File: src/rtl/x_byte_ser.sv
// x_byte_ser: word-to-byte serializer, least-significant byte first.
// Accepts one 8*BYTES-bit word on a valid/accept handshake and streams its
// bytes out on a second valid/accept handshake toward x_uart_tx.
// Optional feature: define X_BYTE_SER_CSUM_EN to append one XOR checksum byte
// after the data bytes of every word.
module x_byte_ser #(
  parameter int unsigned BYTES = 4
) (
  input  logic               i_clk,
  input  logic               i_rst,
  input  logic               i_valid,
  output logic               o_accept,
  input  logic [8*BYTES-1:0] i_data,
  output logic               o_valid,
  input  logic               i_accept,
  output logic [7:0]         o_data,
  output logic               o_busy
);

  localparam int unsigned W    = 8 * BYTES;
  localparam int unsigned CW   = $clog2(BYTES);
  localparam int unsigned LAST = BYTES - 1;

`ifdef X_BYTE_SER_CSUM_EN
  typedef enum logic [1:0] {IDLE, SEND, CSUM} state_t;
`else
  typedef enum logic [0:0] {IDLE, SEND} state_t;
`endif

  state_t         state;
  logic [W-1:0]   word;
  logic [CW-1:0]  cnt;
  logic [CW-1:0]  cnt_nxt;
  logic [W-1:0]   word_shr;
`ifdef X_BYTE_SER_CSUM_EN
  logic [7:0]     csum;
`endif

  // Index of the next byte and the word shifted so that byte sits in [7:0].
  assign cnt_nxt  = cnt + CW'(1);
  assign word_shr = word >> {cnt_nxt, 3'b000};

  // Serializer FSM; all outputs are registered and change with the state.
  always_ff @(posedge i_clk or negedge i_rst) begin
    if (!i_rst) begin
      state    <= IDLE;
      word     <= '0;
      cnt      <= '0;
`ifdef X_BYTE_SER_CSUM_EN
      csum     <= 8'h00;
`endif
      o_valid  <= 1'b0;
      o_data   <= 8'h00;
      o_accept <= 1'b1;
      o_busy   <= 1'b0;
    end else begin
      case (state)
        IDLE: begin
          if (i_valid) begin
            word     <= i_data;
            cnt      <= '0;
`ifdef X_BYTE_SER_CSUM_EN
            csum     <= 8'h00;
`endif
            o_data   <= i_data[7:0];
            o_valid  <= 1'b1;
            o_accept <= 1'b0;
            o_busy   <= 1'b1;
            state    <= SEND;
          end
        end
        SEND: begin
          if (i_accept) begin
`ifdef X_BYTE_SER_CSUM_EN
            csum <= csum ^ o_data;
`endif
            if (cnt == CW'(LAST)) begin
`ifdef X_BYTE_SER_CSUM_EN
              // Fold the last data byte in directly so the checksum shows next cycle.
              o_data <= csum ^ o_data;
              state  <= CSUM;
`else
              o_valid  <= 1'b0;
              o_accept <= 1'b1;
              o_busy   <= 1'b0;
              state    <= IDLE;
`endif
            end else begin
              cnt    <= cnt_nxt;
              o_data <= word_shr[7:0];
            end
          end
        end
`ifdef X_BYTE_SER_CSUM_EN
        CSUM: begin
          if (i_accept) begin
            o_valid  <= 1'b0;
            o_accept <= 1'b1;
            o_busy   <= 1'b0;
            state    <= IDLE;
          end
        end
`endif
        default: begin
          o_valid  <= 1'b0;
          o_accept <= 1'b1;
          o_busy   <= 1'b0;
          state    <= IDLE;
        end
      endcase
    end
  end

endmodule
File: config.mk
export PLATFORM = sky130hd
export DESIGN_NAME = x_byte_ser
export DESIGN_NICKNAME = d
export VERILOG_FILES = /design/src/rtl/x_byte_ser.sv
export SDC_FILE = /design/constraint.sdc
export NUM_CORES = 1
export LEC_CHECK = 0
export CORE_AREA = 4 4 72 74
export CTS_BUF_LIST = sky130_fd_sc_hd__clkbuf_8
export CTS_CLUSTER_SIZE = 40
export DETAILED_ROUTE_END_ITERATION = 16
export DIE_AREA = 0 0 76 78
export PLACE_DENSITY = 0.86
export SYNTH_ARGS = -nofsm -noshare
export SYNTH_HDL_FRONTEND = slang
export SYNTH_SLANG_ARGS = --single-unit
export TNS_END_PERCENT = 10
File: constraint.sdc
create_clock -name i_clk -period 1.5 [get_ports i_clk]
set_input_delay 0.45 -clock i_clk [delete_from_list [all_inputs] [get_ports i_clk]]
set_output_delay 0.45 -clock i_clk [all_outputs]
set_load 0.005 [all_outputs]
==> results of run 1 <==
-- power by group --
part | internal (mW) | leakage, nW | switching [mW]
logic | 1.57 | 0.757 | 1.14
clock network | 0.484 | 0.0540 | 0.391
registers | 1.83 | 0.543 | 0.364
total | 3.89 | 1.35 | 1.90
-- metal layers --
layer	global-route usage (%)	vias to the layer above	part of all wire (%)
li1	-	708	-
met1	21.3	740	42
met2	24.6	38	50
met3	4.52	10	5.0
met4	6.23	0	2.2
met5	0	-	0
-- kinds of logic (layout without fill, tap and decap cells) --
kind of cell,Yosys count,in the layout,synth area share (%)
flip-flops,45,45,53.7
AND/OR/NAND/NOR,44,44,10.9
multiplexers,41,41,21.0
AO/OA/AOI/OAI,22,22,7.99
buffers and inverters,14,75,5.36
adder cells (fa/ha/maj),1,1,0.596
XOR/XNOR,1,1,0.417
-- timing repair --
item | in CTS | in global routing
resized for setup | 13 | 5
setup buffers | 2 | 0
setup endpoints to repair | 19 | 9
-- final timing paths --
check / to / start / slack, ps
worst max-delay path: cnt[1] / i_accept / 70
worst min-delay path: o_busy / i_rst / 110
worst max register to register: o_data[1] / cnt[0] / 90
worst min register to register: word[3] / word[3] / 480
max in group asynchronous: o_accept / i_rst / 1130
min in group i_clk: word[3] / word[3] / 480
-- metrics by stage --
| stage | instance area (um2) | power, mW | hold slack [ps] | utilization (%) |
|---|---|---|---|---|
| finish | 2830 | 5.78 | 110 | 61.4 |
| global route | 2830 | 6.21 | 130 | 61.4 |
| CTS | 2810 | 5.73 | 125 | 61.1 |
| detailed placement | 2700 | 4.88 | 446 | 58.8 |
| global placement | 2700 | 4.76 | 447 | 58.8 |
| floorplan | 2110 | 3.97 | 154 | - |
-- cell usage after synthesis, drive strengths merged --
library cell,count,share of area (%)
a21o,1,0.36
a31oi,1,0.30
nand2,26,4.6
nor3b,1,0.36
nand3b,9,3.4
dfstp,1,1.3
buf,12,4.9
nand2b,2,0.95
dfrtp,44,52
ha,1,0.60
a21oi,3,0.71
mux2,25,13
a22o,9,3.8
and2,2,0.72
mux2i,16,7.6
nor2b,1,0.30
a22oi,8,2.9
clkbuf,1,0.24
xnor2,1,0.42
inv,1,0.18
nor2,3,0.54
-- layout make-up --
| type | count | area [um2] | share of cell area (%) |
|---|---|---|---|
| Multi-Input combinational cell | 109 | 886 | 31.4 |
| Inverter | 1 | 3.75 | 0.133 |
| Sequential cell | 45 | 1130 | 39.9 |
| Tap cell | 54 | 67.6 | 2.39 |
| Clock inverter | 2 | 35.0 | 1.24 |
| Timing Repair Buffer | 67 | 637 | 22.5 |
| Clock buffer | 5 | 68.8 | 2.44 |
-- critical path, stage by stage --
cell and delay (ps):
clkdlybuf4s50_1 500, nand2b_1 150, mux2_2 340, a22o_1 170
-- flip-flops by register name (all words and copies together) (netlist names) --
name / flops
o_accept: 1
o_data: 8
state: 1
word: 32
cnt: 2
o_busy: 1
==> out/results.txt, run 1 <==
Avg Cell Area, Syn -> 12.5 um2
fin crit share -> 95.4%
critical-path maximum fanout -> 4
CP required -> 1690 ps
worst slack at placement -> -230 ps
CP Launch Type -> input port
Syn Inst Count -> 168
routed vias -> 1496
cell area after synthesis -> 2100 um2
gr usage total -> 16.0%
hold crit path type -> in -> async
net count after synthesis -> 205
final setup vio count -> 0
Vias/cell -> 5.29
RSZ-0062 raised after global routing -> no
Max IR drop VDD -> 0.856 mV
Routed WL -> 4460 um
Reg2Reg Depth -> 5
clock sink total -> 45
Worst-Margin Slew -> 315 ps
leakage power -> 1.35 nW
largest net degree at the start of global routing -> 46
status -> complete, no violations
Reg clk slew, reported paths -> 80 ps
Crit. End Element -> flop
CTS tree -> built
Clock Path Buffers -> 2
ANT nets after route -> 0
layout net count -> 266
vias in the first global route -> 1564
max cap viols -> 0
Layout Skew -> 3.73 ps
CTS hold repair buffers -> 0
worst endpoint data arrival time -> 1620 ps
Pre-antenna DRT Iters -> 4
Fin. Hold Viols -> 0
Core Rows -> 25
area overhead of the layout relative to synthesis -> 34.6%
Slew headroom -> 79.0%
Core ar. -> 4600 um2
DRC -> 0
first-pass GRT wire length -> 7560 um
initial drt markers -> 77
die footprint -> 5930 um2
Cell Pwr Density -> 2050 nW/um2
kind of critical path -> in -> reg
Non-Filler Instances -> 283
share of cells above drive strength 1 -> 27.1%
Fill cells -> 376
commonest non-fill, non-tap cells in the layout -> dfrtp_1 (44), clkdlybuf4s50_1 (34), nand2_1 (26)
Die Ht -> 78 um
yosys warns -> 0
CTS Buf Count -> 5
commonest non-fill, non-tap cell in the layout -> dfrtp_1
DP Wirelength -> 3080 um
io pins -> 47
initial antenna violation count -> 0
routed wire length per instance -> 15.7 um
IO buf count -> 46
antenna diode count -> 0
final worst slack -> 69.3 ps
Final min period -> 1430 ps
synth unique cells -> 27
Worst-Skew Late Latency -> 290 ps
Slew Viols, Final -> 0
Fmax -> 699 MHz
GRT overflow -> 0
H-tree lvl count -> 2
setup TNS -> 0 ps
clk root buf -> clkbuf_8
Synth Register Bits -> 45
Seq/Total Area, Yosys -> 53.7%
Initial Util -> 45.7%
Placed Cells -> 274
Die X-Extent -> 76 um
routability cong. -> 0.778
No activity file was read; power rests on OpenSTA's default activity.
==> inputs of run 2 (changes only) <==
--- a/config.mk
+++ b/config.mk
@@ -14,4 +14,4 @@
 export SYNTH_ARGS = -nofsm -noshare
 export SYNTH_HDL_FRONTEND = slang
 export SYNTH_SLANG_ARGS = --single-unit
-export TNS_END_PERCENT = 10
+export TNS_END_PERCENT = 100
==> run 2 against run 1 <==
Effect of this change:
- clock power is essentially flat
- register-to-register slack is essentially flat
- first-iteration DRC count unchanged
- sequential cell count did not move
- sequential power hardly changed
- global-route usage is 0.20 points higher
- worst setup slack got worse by 39 ps
- critical path type is now reg -> out
==> out/results.txt, run 2 (synthesized netlist as in run 1, its figures left out) <==
layout net count -> 272
Slew headroom -> 79.4%
Largest Register -> word
Top Registers -> word (32), o_data (8), cnt (2)
R2R Path Start -> cnt[0]
Fill cells -> 374
DP Wirelength -> 3080 um
clk root buf -> clkbuf_8
first-pass GRT wire length -> 7670 um
reg-to-reg slack, setup -> 90 ps
area of the multi-input gates -> 886 um2
GRT overflow -> 0
Layout Skew -> 4.50 ps
CTS Buf Count -> 5
vias in the first global route -> 1588
routability cong. -> 0.778
hold slack -> 120 ps
Worst-Margin Slew -> 309 ps
routed vias -> 1527
kind of critical path -> reg -> out
Die X-Extent -> 76 um
CP Cell Sequence -> clkdlybuf4s15_1
final setup vio count -> 0
Slew Viols, Final -> 0
leakage power -> 1.38 nW
area overhead of the layout relative to synthesis -> 36.8%
Critical-path top delay cell -> dfstp_2
status -> complete, no violations
clock sink total -> 45
storage element area -> 1130 um2
fin util -> 62.4%
share of cells above drive strength 1 -> 28.9%
Reg2Reg Depth -> 5
Die Ht -> 78 um
Fin. Hold Viols -> 0
launch point of the worst path -> o_accept
slowest stage delay, CP -> 540 ps
antenna diode count -> 0
Pre-antenna DRT Iters -> 4
Core Rows -> 25
critical-path maximum fanout -> 2
gr usage total -> 16.2%
Crit. End Element -> output pin
hold crit path type -> in -> async
max cap viols -> 0
CP required -> 1050 ps
CP Launch Type -> flop
fin crit share -> 98.0%
sum of buffers and inverters on the critical path -> 1
Top delay family on crit path -> flip-flops
Cell Pwr Density -> 2050 nW/um2
Post-DP Area -> 2700 um2
Final min period -> 1470 ps
Core ar. -> 4600 um2
routed wire length per instance -> 15.7 um
Worst Setup EP -> o_accept
H-tree lvl count -> 2
CTS tree -> built
commonest non-fill, non-tap cell in the layout -> dfrtp_1
Reg clk slew, reported paths -> 80 ps
Routed WL -> 4520 um
commonest non-fill, non-tap cells in the layout -> dfrtp_1 (44), clkdlybuf4s50_1 (34), nand2_1 (26)
Max IR drop VDD -> 0.851 mV
DRC -> 0
Vias/cell -> 5.28
CTS hold repair buffers -> 0
largest net degree at the start of global routing -> 46
worst endpoint data arrival time -> 1020 ps
ANT nets after route -> 0
die footprint -> 5930 um2
R2R Path End -> o_data[1]
post-route cell area -> 2870 um2
initial drt markers -> 77
Largest register FFs -> 32
Worst-Skew Late Latency -> 290 ps
Initial Util -> 45.7%
Crit. path cell count -> 1
Clock Path Buffers -> 2
IO buf count -> 46
Fmax -> 680 MHz
io pins -> 47
initial antenna violation count -> 0
==> run 2: cell types whose count changed in the layout (fill, tap and decap cells not counted) <==
cell | previous run | this run
buf_4 | 17 | 23
dlygate4sd2_1 | 10 | 9
clkdlybuf4s15_1 | 0 | 1
==> run 2: per-stage QoR <==
step	TNS (ps)	power, mW	instances	worst slack [ps]
5_1_grt	-0.214	6.34	289	-0.214
4_1_cts	0	5.82	288	11.9
3_5_place_dp	-6390	4.88	274	-230
2_1_floorplan	0	3.97	168	95.1
3_3_place_gp	-6140	4.76	274	-212
6_report	0	5.90	289	30.1
==> run 2: how the worst min path moves through the flow <==
stage	start	to	slack, ps	depth (start not counted)
after floorplan	i_rst	cnt[0]	150	0
after global placement	i_rst	o_data[5]	450	2
after detailed placement	i_rst	o_busy	450	2
after CTS	i_rst	word[15]	130	2
after global routing	i_rst	o_busy	130	2
final	i_rst	o_busy	120	2
==> run 2: routing by layer <==
layer	up-vias	wire length [um]	global-route usage [%]
li1	720	-	-
met1	759	1910	21.3
met2	40	2310	25.2
met3	8	221	4.52
met4	0	85	6.23
met5	-	0	0
==> run 2: timing repair <==
item                       4_1_cts  5_1_grt
buffers inserted                 7        1
gates resized for setup         14        5
setup endpoints to repair       19       10
==> run 2: layout make-up <==
cell class | instances | share of cell area (%)
Clock buffer | 5 | 2.40
Clock inverter | 2 | 1.22
Inverter | 1 | 0.131
Multi-Input combinational cell | 109 | 30.8
Sequential cell | 45 | 39.3
Tap cell | 54 | 2.35
Timing Repair Buffer | 73 | 23.8
==> run 2: where the power goes <==
part           internal (mW)  total (mW)  switching, mW
clock network          0.484       0.872          0.388
logic                   1.66        2.84           1.18
registers               1.83        2.19          0.353
total                   3.98        5.90           1.92
==> inputs of run 3 (changes only) <==
--- a/config.mk
+++ b/config.mk
@@ -5,12 +5,12 @@
 export SDC_FILE = /design/constraint.sdc
 export NUM_CORES = 1
 export LEC_CHECK = 0
-export CORE_AREA = 4 4 72 74
+export CORE_AREA = 4 4 69 71
 export CTS_BUF_LIST = sky130_fd_sc_hd__clkbuf_8
 export CTS_CLUSTER_SIZE = 40
 export DETAILED_ROUTE_END_ITERATION = 16
-export DIE_AREA = 0 0 76 78
-export PLACE_DENSITY = 0.86
+export DIE_AREA = 0 0 73 75
+export PLACE_DENSITY = 0.8
 export SYNTH_ARGS = -nofsm -noshare
 export SYNTH_HDL_FRONTEND = slang
 export SYNTH_SLANG_ARGS = --single-unit
==> constraint.sdc (replaced) <==
create_clock -name i_clk -period 1.39 [get_ports i_clk]
set_input_delay 0.417 -clock i_clk [delete_from_list [all_inputs] [get_ports i_clk]]
set_output_delay 0.417 -clock i_clk [all_outputs]
set_load 0.005 [all_outputs]
==> run 3 against run 2 <==
Effect of this change:
- first-iteration DRC count is 35% higher
- clock skew is 3.1 ps higher
- highest routed layer unchanged
- worst hold slack worse by 120 ps
- largest cell class unchanged
- routed wire length is 2.9% higher
- via count is 1.0% higher
==> out/results.txt, run 3 (synthesized netlist as in run 1, its figures left out) <==
Clock Path Buffers -> 2
setup TNS -> 0 ps
DRC -> 0
routability cong. -> 0.779
Final min period -> 1390 ps
vias in the first global route -> 1583
max cap viols -> 0
commonest non-fill, non-tap cells in the layout -> dfrtp_1 (42), clkdlybuf4s50_1 (32), mux2_2 (25), nand2_1 (25), buf_4 (23)
Vias/cell -> 5.36
io pins -> 47
Worst-Skew Late Latency -> 290 ps
die footprint -> 5480 um2
layout net count -> 273
Fin. Hold Viols -> 0
initial drt markers -> 104
routed wire length per instance -> 16.2 um
antenna diode count -> 0
final setup vio count -> 0
hold crit path type -> in -> async
leakage power -> 1.39 nW
Cell Pwr Density -> 2260 nW/um2
Layout Skew -> 7.64 ps
ANT nets after route -> 0
Max IR drop VDD -> 1.10 mV
worst slack at placement -> -314 ps
CP Launch Type -> flop
Post-DP Area -> 2720 um2
Worst-Margin Slew -> 269 ps
fin crit share -> 100%
storage element area -> 1130 um2
RSZ-0062 raised after global routing -> yes
gr usage total -> 18.6%
Placed Cells -> 274
largest net degree at the start of global routing -> 35
final worst slack -> 0.264 ps
Die X-Extent -> 73 um
CP required -> 1570 ps
Die Ht -> 75 um
clk root buf -> clkbuf_8
post-route cell area -> 2930 um2
Slew headroom -> 81.5%
Fmax -> 720 MHz
routed vias -> 1543
critical-path maximum fanout -> 8
hold slack -> 1.28 ps
Largest register FFs -> 32
CTS Buf Count -> 5
Pre-antenna DRT Iters -> 4
Reg clk slew, reported paths -> 80 ps
IO buf count -> 46
Core Rows -> 24
clock sink total -> 45
H-tree lvl count -> 2
area of the multi-input gates -> 937 um2
fin util -> 69.3%
Largest Register -> word
GRT overflow -> 0
kind of critical path -> reg -> reg
share of cells above drive strength 1 -> 33.9%
initial antenna violation count -> 0
Initial Util -> 49.6%
Non-Filler Instances -> 288
CTS hold repair buffers -> 0
Slew Viols, Final -> 0
worst endpoint data arrival time -> 1570 ps
Power Total -> 6.64 mW
commonest non-fill, non-tap cell in the layout -> dfrtp_1
first-pass GRT wire length -> 7580 um
Crit. End Element -> flop
Core ar. -> 4230 um2
Top Registers -> word (32), o_data (8), cnt (2)
DP Wirelength -> 3230 um
area overhead of the layout relative to synthesis -> 39.7%
CTS tree -> built
Routed WL -> 4650 um
status -> complete, no violations
Fill cells -> 301
run 3: report_power, final:
group          switching, mW  internal (mW)
Sequential             0.390           1.99
Clock                  0.406          0.387
Combinational           1.46           2.02
run 3: worst max-delay path, stage by stage (launching register included):
cell and delay [ps]:
dfrtp_2 440, ha_4 300, and2_4 250, nand2_2 60
a22o_1 230
run 3: repair_timing:
item | 4_1_cts | 5_1_grt
pin swaps | 9 | 8
endpoints found under the setup margin | 20 | 25
buffers inserted | 5 | 2
gates resized for setup | 31 | 13
run 3: final timing paths:
path	startpoint	endpoint	slack, ps	depth (start not counted)
worst min register to register	word[4]	word[4]	500	2
worst max-delay path	cnt[0]	o_data[1]	0.3	4
min in group i_clk	word[4]	word[4]	500	2
worst min-delay path	i_rst	cnt[1]	1	1
worst max register to register	cnt[0]	o_data[1]	0.3	4
max in group asynchronous	i_rst	word[23]	910	2
run 3: cell type report:
cell class / count / area share [%]
sequential: 45 / 38.5
multi-input combinational: 109 / 32.0
timing repair buffer: 74 / 24.2
clock buffer: 6 / 2.82
tap: 52 / 2.22
clock inverter: 1 / 0.128
inverter: 1 / 0.128
run 3: routing by layer:
layer  vias to the layer above  global-route usage, %  routed length, um
met4                         0                   6.15                 80
met1                       760                   23.8               2040
li1                        725                      -                  -
met2                        48                   30.8               2250
met5                         -                      0                  0
met3                        10                   5.07                284
